File: config.mk
export PLATFORM = sky130hd
export DESIGN_NAME = seg_display_ctrl
export DESIGN_NICKNAME = d
export VERILOG_FILES = /design/src/rtl/seg_display_pkg.sv /design/src/rtl/seg_display_ctrl_enc.sv /design/src/rtl/seg_display_ctrl.sv
export SDC_FILE = /design/constraint.sdc
export NUM_CORES = 1
export LEC_CHECK = 0
export BUFFER_PORTS_ARGS = -buffer_cell sky130_fd_sc_hd__buf_2
export CORE_AREA = 2 2 117 119
export CTS_CLUSTER_DIAMETER = 80
export DETAILED_ROUTE_END_ITERATION = 7
export DIE_AREA = 0 0 119 121
export PLACE_DENSITY = 0.62
export SYNTH_ARGS = -nofsm -noshare
export SYNTH_HDL_FRONTEND = slang
export SYNTH_SLANG_ARGS = --single-unit
File: constraint.sdc
create_clock -name clk -period 4.81 [get_ports clk]
set_input_delay 0.481 -clock clk [delete_from_list [all_inputs] [get_ports clk]]
set_output_delay 0.481 -clock clk [all_outputs]
set_load 0.005 [all_outputs]
File: src/rtl/seg_display_pkg.sv
`default_nettype none
// ============================================================================
// Module   : seg_display_pkg
// Purpose  : Shared segment encodings and FSM state type for seg_display_ctrl.
// Revision : 1.0 - initial release
// ============================================================================
package seg_display_pkg;

    localparam logic [6:0] SEG_BLANK = 7'h7F;
    localparam logic [6:0] SEG_DASH  = 7'b0111111;

    // Active-low, bit 0 = segment a, bit 6 = segment g
    localparam logic [6:0] SEG_DIGIT [0:9] = '{
        7'b1000000, 7'b1111001, 7'b0100100, 7'b0110000, 7'b0011001,
        7'b0010010, 7'b0000010, 7'b1111000, 7'b0000000, 7'b0010000
    };

    typedef enum logic [1:0] {
        IDLE   = 2'd0,
        CONV   = 2'd1,
        COMMIT = 2'd2,
        DONE   = 2'd3
    } state_t;

endpackage
`default_nettype wire

File: src/rtl/seg_display_ctrl_enc.sv
`default_nettype none
// ============================================================================
// Module   : seg_digit_enc
// Purpose  : One BCD digit to an active-low seven-segment pattern.
// Revision : 1.0 - initial release
// ============================================================================
module seg_digit_enc
    import seg_display_pkg::*;
(
    input  logic [3:0] digit,
    output logic [6:0] seg
);

    always_comb begin
        seg = SEG_BLANK;
        if (digit <= 4'd9) begin
            seg = SEG_DIGIT[digit];
        end
    end

endmodule
`default_nettype wire

File: src/rtl/seg_display_ctrl.sv
`default_nettype none
// ============================================================================
// Module   : seg_display_ctrl
// Purpose  : Multi-field binary to decimal seven-segment controller using one
//            shared sequential double-dabble engine. Optional blinking is
//            enabled by defining SEG_DISPLAY_BLINK_EN.
// Revision : 1.0 - initial release
// ============================================================================
module seg_display_ctrl
    import seg_display_pkg::*;
#(
    parameter int NUM_FIELDS = 3,
    parameter int IN_W       = 8,
    parameter int DIGITS     = 2,
    parameter int BLINK_DIV  = 25_000_000
) (
    input  logic                           clk,
    input  logic                           rst,
    input  logic                           load,
    input  logic [NUM_FIELDS*IN_W-1:0]     value,
    input  logic [NUM_FIELDS-1:0]          blink_mask,
    output logic                           busy,
    output logic                           done,
    output logic [NUM_FIELDS*DIGITS*7-1:0] hex
);

    localparam int          c_fw      = (NUM_FIELDS > 1) ? $clog2(NUM_FIELDS) : 1;
    localparam int          c_cw      = (IN_W > 1) ? $clog2(IN_W) : 1;
    localparam int          c_bw      = 4 * DIGITS;
    localparam int unsigned c_max_val = 10**DIGITS - 1;

    state_t                         r_state;
    logic [c_fw-1:0]                r_field;
    logic [c_cw-1:0]                r_cnt;
    logic [NUM_FIELDS*IN_W-1:0]     r_shadow;
    logic [IN_W-1:0]                r_bin;
    logic [c_bw-1:0]                r_bcd;
    logic [NUM_FIELDS-1:0]          r_ovf;
    logic [NUM_FIELDS*DIGITS*7-1:0] r_hex;
    logic                           r_busy;
    logic                           r_done;

    logic [c_fw-1:0]                w_field_next;
    logic [IN_W-1:0]                w_next_bin;
    logic                           w_ovf_first;
    logic                           w_ovf_next;
    logic [c_bw-1:0]                w_bcd_adj;
    logic [DIGITS*7-1:0]            w_field_seg;
    logic                           w_unused_carry;

    assign w_field_next   = r_field + 1'b1;
    assign w_next_bin     = r_shadow[w_field_next*IN_W +: IN_W];
    assign w_ovf_first    = 32'(value[IN_W-1:0]) > c_max_val;
    assign w_ovf_next     = 32'(w_next_bin) > c_max_val;
    // Top adjusted bit is shifted out; an overflowing field shows dashes anyway
    assign w_unused_carry = w_bcd_adj[c_bw-1];

    for (genvar d = 0; d < DIGITS; d++) begin : g_digit
        assign w_bcd_adj[4*d +: 4] = (r_bcd[4*d +: 4] >= 4'd5) ? r_bcd[4*d +: 4] + 4'd3
                                                                 : r_bcd[4*d +: 4];
        seg_digit_enc u_enc (
            .digit (r_bcd[4*d +: 4]),
            .seg   (w_field_seg[7*d +: 7])
        );
    end

    always_ff @(posedge clk or posedge rst) begin
        if (rst) begin
            r_state  <= IDLE;
            r_field  <= '0;
            r_cnt    <= '0;
            r_shadow <= '0;
            r_bin    <= '0;
            r_bcd    <= '0;
            r_ovf    <= '0;
            r_hex    <= {(NUM_FIELDS*DIGITS){SEG_BLANK}};
            r_busy   <= 1'b0;
            r_done   <= 1'b0;
        end else begin
            r_done <= 1'b0;
            case (r_state)
                IDLE: begin
                    if (load) begin
                        r_shadow <= value;
                        r_field  <= '0;
                        r_bin    <= value[IN_W-1:0];
                        r_bcd    <= '0;
                        r_cnt    <= '0;
                        r_ovf    <= '0;
                        r_ovf[0] <= w_ovf_first;
                        r_busy   <= 1'b1;
                        r_state  <= CONV;
                    end
                end
                CONV: begin
                    r_bcd <= {w_bcd_adj[c_bw-2:0], r_bin[IN_W-1]};
                    r_bin <= r_bin << 1;
                    r_cnt <= r_cnt + 1'b1;
                    if (r_cnt == c_cw'(IN_W - 1)) begin
                        r_state <= COMMIT;
                    end
                end
                COMMIT: begin
                    r_hex[r_field*DIGITS*7 +: DIGITS*7] <= r_ovf[r_field] ? {DIGITS{SEG_DASH}}
                                                                          : w_field_seg;
                    if (r_field == c_fw'(NUM_FIELDS - 1)) begin
                        r_busy  <= 1'b0;
                        r_done  <= 1'b1;
                        r_state <= DONE;
                    end else begin
                        r_field             <= w_field_next;
                        r_bin               <= w_next_bin;
                        r_bcd               <= '0;
                        r_cnt               <= '0;
                        r_ovf[w_field_next] <= w_ovf_next;
                        r_state             <= CONV;
                    end
                end
                DONE: begin
                    r_state <= IDLE;
                end
                default: begin
                    r_state <= IDLE;
                end
            endcase
        end
    end

    assign busy = r_busy;
    assign done = r_done;

`ifdef SEG_DISPLAY_BLINK_EN
    localparam int c_blw = (BLINK_DIV > 1) ? $clog2(BLINK_DIV) : 1;

    logic [c_blw-1:0] r_blink_cnt;
    logic             r_phase;

    always_ff @(posedge clk or posedge rst) begin
        if (rst) begin
            r_blink_cnt <= '0;
            r_phase     <= 1'b1;
        end else if (r_blink_cnt == c_blw'(BLINK_DIV - 1)) begin
            r_blink_cnt <= '0;
            r_phase     <= ~r_phase;
        end else begin
            r_blink_cnt <= r_blink_cnt + 1'b1;
        end
    end

    for (genvar i = 0; i < NUM_FIELDS; i++) begin : g_blink
        assign hex[i*DIGITS*7 +: DIGITS*7] = (blink_mask[i] && !r_phase)
                                           ? {DIGITS{SEG_BLANK}}
                                           : r_hex[i*DIGITS*7 +: DIGITS*7];
    end
`else
    logic w_unused_blink;
    assign w_unused_blink = ^blink_mask;
    assign hex            = r_hex;
`endif

endmodule
`default_nettype wire

## Word-level counts from Yosys, hierarchy flattened

Memories as Yosys holds them, arrays and structs flattened.
Cells that the tools add are included.
Widths: inputs -> output; s select.

- Bits in read-only memories: 224
- Bits of input ports: 30
- Output and inout bits: 44
- Logic and storage cells: 91
- Bits in registers: 94
- Memories: 2

- Reduce and logical (&&, ||, !) cells: 9
- Add/subtract/negate cells: 5
- Shift-type cells: 3
- Multipliers: 1
- Bitwise logic cells: 2
- Muxes and demuxes: 39
- Eq/ne operators: 9
- $lt $le $gt $ge: 11

Memory list:

| name | words | width | rd ports | clocked after memory_dff | write ports | line | text |
|---|---|---|---|---|---|---|---|
| (name not given) | 16 | 7 | 1 | 0 | 0 | seg_display_ctrl_enc.sv:17 | `seg = SEG_DIGIT[digit];` |
| (name not given) | 16 | 7 | 1 | 0 | 0 | seg_display_ctrl_enc.sv:17 |  |

Operators with widths:

| kind | count |
|---|---|
| $pmux 8 s3 | 2 |
| $bwmux 42 | 1 |
| $mux 7 | 6 |
| $shift 14x34->42 const A | 1 |
| $shiftx 14x34->42 | 1 |
| $neg 6->34 | 1 |
| $mux 8 | 4 |
| $shiftx 24x6->8 | 1 |
| $gt 8x7->1 const B | 2 |
| $mux 3 | 5 |
| $mux 14 | 1 |
| $ge 5x5->1 const B | 2 |
| $mux 2 | 5 |
| $not 4->5 | 2 |
| $pmux 3 s3 | 1 |
| $reduce_and 3->1 | 3 |
| $ge 4x3->1 const B | 2 |
| $le 4x4->1 const B | 2 |
| $ne 2x2->1 const B | 4 |
| $pmux 2 s4 | 1 |
| $eq 2x2->1 const B | 3 |
| $lt 2x3->1 const B | 2 |
| $mux 1 | 6 |
| $pmux 3 s2 | 1 |
| 19 further kinds | 20 |

## Depth between registers and ports, before layout

- Depth in word-level cells: 8
- Depth in mapped cells: 14
- Gate-level depth less buffers: 8

## Hierarchy

A second synthesis with hierarchy kept.

- Cells, all modules: 594
- Area, all modules: 5759.3 µm²

By module, submodules not included:

| module | seq. area each (µm²) | area an instance (µm²) | instances | cells each |
|---|---|---|---|---|
| seg_display_ctrl | 2404.8 | 5346.4 | 1 | 534 |
| seg_digit_enc | 0.0 | 206.4 | 2 | 30 |

## Worst setup path after synthesis

No wires, ideal clock.

- Kind: flip-flop to flip-flop
- Start: reg r_field[0]
- End: reg r_bcd[4]
- Clock period less this slack: 3.129 ns
- Buffers on the path: 7
- Required time: 4.700 ns
- Arrival time: 3.019 ns
- Stages on the path, launching flop included: 15
- Library setup time: 0.110 ns
- Path slack: 1.681 ns
- Cell sequence: dfrtp_1 > buf_6 > inv_1 > clkbuf_1 > clkbuf_1 > buf_1 > ha_1 > clkbuf_1 > nand2_1 > clkinv_1 > or3_1 > clkbuf_1 > clkbuf_1 > nand2_1 > o41ai_1

- Word-level cells in the longest chain between the ends: 3

RTL lines:

| item | line | text |
|---|---|---|
| from (decl) | seg_display_ctrl.sv:33 | `logic [c_fw-1:0] r_field;` |
| from (signal assigned) | seg_display_ctrl.sv:111 | `r_field <= w_field_next;` |
| $eq 2x2->1 | seg_display_ctrl.sv:106 | `if (r_field == c_fw'(NUM_FIELDS - 1)) begin` |
| $ne 2x2->1 (no source line) | n/a |  |
| $reduce_and 3->1 (no source line) | n/a |  |
| to (signal assigned) | seg_display_ctrl.sv:96 | `r_bcd <= {w_bcd_adj[c_bw-2:0], r_bin[IN_W-1]};` |
| to (decl) | seg_display_ctrl.sv:37 | `logic [c_bw-1:0] r_bcd;` |

No other way between the ends.
A chain may end at the register's enable or synchronous reset.

## Worst setup path after layout

- Start: reg r_state[0]
- End: reg r_hex[1], in the netlist hex[1]

- Word-level cells in the longest chain between the ends: 1

RTL lines:

| item | line | text |
|---|---|---|
| from (decl) | seg_display_ctrl.sv:32 | `state_t r_state;` |
| from (signal assigned) | seg_display_ctrl.sv:69 | `r_state <= IDLE;` |
| from (signal assigned) | seg_display_ctrl.sv:92 | `r_state <= CONV;` |
| from (signal assigned) | seg_display_ctrl.sv:100 | `r_state <= COMMIT;` |
| $eq 2x2->1 | seg_display_ctrl.sv:81 | `case (r_state)` |
| to (signal assigned) | seg_display_ctrl.sv:76 | `r_hex <= {(NUM_FIELDS*DIGITS){SEG_BLANK}};` |
| to (signal, indexed assignment) | seg_display_ctrl.sv:104 | `r_hex[r_field*DIGITS*7 +: DIGITS*7] <= r_ovf[r_field] ? {DIGITS{SEG_DASH}}` |
| to (decl) | seg_display_ctrl.sv:39 | `logic [NUM_FIELDS*DIGITS*7-1:0] r_hex;` |

No other way between the ends.

==> flow_summary.toml <==
[place]
placed_area_um2 = 5630
dp_hpwl_mm = 9.38
gp_congestion = 0.858
portBuffers = 70

[layout]
antenna_cells = 0
nets = 636
area_growth_pct = 15.2
final_cell_area_um2 = 5900
drive_gt1_share_pct = 28.7

[timing]
drv_slew = 0
rsz0062_at_grt = "no"
fin_crit_sh_pct = 65.1
finalClockSkew_ns = 0.00619
setup_tns_ns = 0
setup_viol = 0
slew_headroom_pct = 30.2
final-hold-violation-count = 0
fmax_mhz = 319
period_minus_slack_ns = 3.13
tightest_slew_ns = 1.05

[power]
power_density_nw_per_um2 = 680
peakVddDrop_uv = 351
power_leakage_nw = 2.57

[clock_tree]
cts_resized = 0
cts_made_buffers = 9
clk_latency_ns = 0.35
clk_pin_slew_ns = 0.06
postCtsHoldBufs = 0
root_buffer = "clkbuf_16"
cts_sinks = 94
cts_buffer_depth = 2
cts_tree = "built"
ctsHtreeMaxLevel = 3
post_cts_buffers = 0

[critical_path]
worstPathMaxFanout = 18
cp.arrival_ns = 3.39
crit_path_end_kind = "register"
worstSetupPathType = "register to register"
startpoint_type = "register"
crit_required_ns = 5.07
r2r_cells = 6

[global_route]
overflow = 0
track_usage_pct = 18.7
grt_pass1_vias = 4229
grt_max_degree = 60
grt_pass1_wl_mm = 21.3
antenna_found_initial = 0

[synth]
yosys_register_bits = 94
avgSynthCellArea_um2 = 9.75
yosysWarnings = 0
synthCells = 525
synth-async-reset-ratio_pct = 100
netlist_top_cells_area = "dfrtp_1 25%, dfstp_2 22%, nand2_1 6.3%"
synth_cell_types = 61
synth.largest_area_cell = "dfrtp_1"
synth_fp_nets = 577
synth_edf_count = 0
synthFlopType = "dfrtp_1"
synth_top_area_share_pct = 25.4
yosysSeqAreaShare_pct = 47.0
netlist_area_um2 = 5120

[drt]
drt-total-wl_mm = 13.1
num_vias = 4280
antenna_left = 0
viasPerCell = 5.59
drc = 0
wire_per_inst_um = 17.1
first_pass_iters = 5
drtIter0Drc = 308

[job]
drv_cap = 0

[die]
die_y_um = 121
start_util_pct = 39.1
die_x_um = 119
std_cell_rows = 42
ios = 74
die_area_um2 = 14400
coreArea_um2 = 13100

[hold_path]
worst_hold_path_type = "primary input to asynchronous set/reset pin"

[outcome]
status = "completed"
[area by class of cell]
class / instances / area [um^2]
clock inverters: 3 / 18.8
clock buffers: 13 / 250
well taps: 176 / 220
flip-flops and latches: 94 / 2400
repair buffers: 78 / 410
inverters: 15 / 57.6
multi-input cells: 386 / 2540
fillers: 1272 / 7190
[per-stage QoR]
stage / setup slack (ns) / hold slack (ns) / power, mW / std cells / utilization (%)
after floorplan: 1.68 / 0.443 / 2.73 / 525 / -
after global placement: 1.82 / 0.455 / 3.30 / 749 / 43.0
after detailed placement: 1.73 / 0.467 / 3.35 / 749 / 43.0
after CTS: 1.70 / 0.349 / 4.03 / 765 / 45.1
after global routing: 1.37 / 0.353 / 4.31 / 765 / 45.1
final: 1.68 / 0.330 / 4.01 / 765 / 45.1
[final timing paths]
path,from,to,slack (ns)
setup / recovery,r_state[0],hex[1],1.68
hold / removal,rst,r_shadow[16],0.33
setup reg to reg,r_state[0],hex[1],1.68
hold reg to reg,hex[13],hex[13],0.47
max in group asynchronous,rst,hex[38],3.39
min in group clk,value[13],r_shadow[13],0.36
[sequential cells by signal, summed over array words and instances (netlist names)]
signal,flops
busy,1
done,1
hex,42
r_bcd,8
r_bin,8
r_cnt,3
r_field,2
r_ovf,3
r_shadow,24
r_state,2
[cell families (layout without fill, tap and decap cells)]
family                     Yosys count  in the layout  share of synthesized area [%]
muxes                               37             37                           7.94
xor gates and xnor gates             4              4                          0.684
and+or+nand+nor                    167            167                           14.8
DFF                                 94             94                           47.0
AOI/OAI and AO/OA                  156            156                           20.7
adders and majority gates           22             22                           5.38
buffers and inverters               45            109                           3.47
[synthesized netlist by cell type, types with 3 or more instances]
master	count
o211ai_1	4
dfrtp_1	52
a21o_1	4
o22ai_1	4
and2_1	4
nand3b_1	3
a22o_1	5
clkbuf_1	26
a21oi_1	26
o2bb2ai_1	7
xnor2_1	4
a31oi_1	3
nand3_1	10
nand2_1	86
nor2b_1	4
o21bai_1	3
nor2_1	29
dfstp_2	42
mux2_2	25
ha_1	22
mux2i_1	11
nand2b_1	10
o21ai_0	48
or2_2	4
nor3_1	6
inv_1	14
o221ai_1	10
a22oi_1	3
a211oi_1	7
a32o_1	9
[worst max-delay path, cell delays in order (launching register included)]
cell,delay [ns]
dfrtp_1,0.42
inv_1,0.11
ha_1,0.58
nand2_1,0.53
nor4b_2,0.84
nand2_1,0.28
o221ai_1,0.27
[cell usage in the layout (no fill, tap or decap), drive strengths merged, types with 4 or more instances in the layout]
cell / Yosys / routed
inv: 14 / 14
o2bb2ai: 7 / 7
nand3: 10 / 10
a32o: 9 / 9
nor3: 6 / 6
dfrtp: 52 / 52
o22ai: 4 / 4
ha: 22 / 22
nand2: 86 / 86
a211oi: 7 / 7
buf: 4 / 78
nor2: 29 / 29
dfstp: 42 / 42
o21ai: 48 / 48
a21o: 4 / 4
nor2b: 4 / 4
a22o: 5 / 5
mux2: 26 / 26
or2: 5 / 5
o221ai: 10 / 10
xnor2: 4 / 4
nand2b: 10 / 10
a21oi: 26 / 26
and2: 4 / 4
mux2i: 11 / 11
clkbuf: 26 / 13
o211ai: 4 / 4
[where the power goes]
group / total, mW / internal (mW) / leakage (nW) / switching, mW
Clock: 0.659 / 0.364 / 0.130 / 0.295
Sequential: 1.35 / 1.17 / 1.08 / 0.173
Combinational: 2.01 / 0.788 / 1.36 / 1.22
[metal layers]
metal,GRT usage (%),share of wire (%)
met2,30.8,48
met1,23.9,44
met5,0,0
met4,6.47,2.5
met3,4.98,5.8
(Power assumes the default switching activity.)
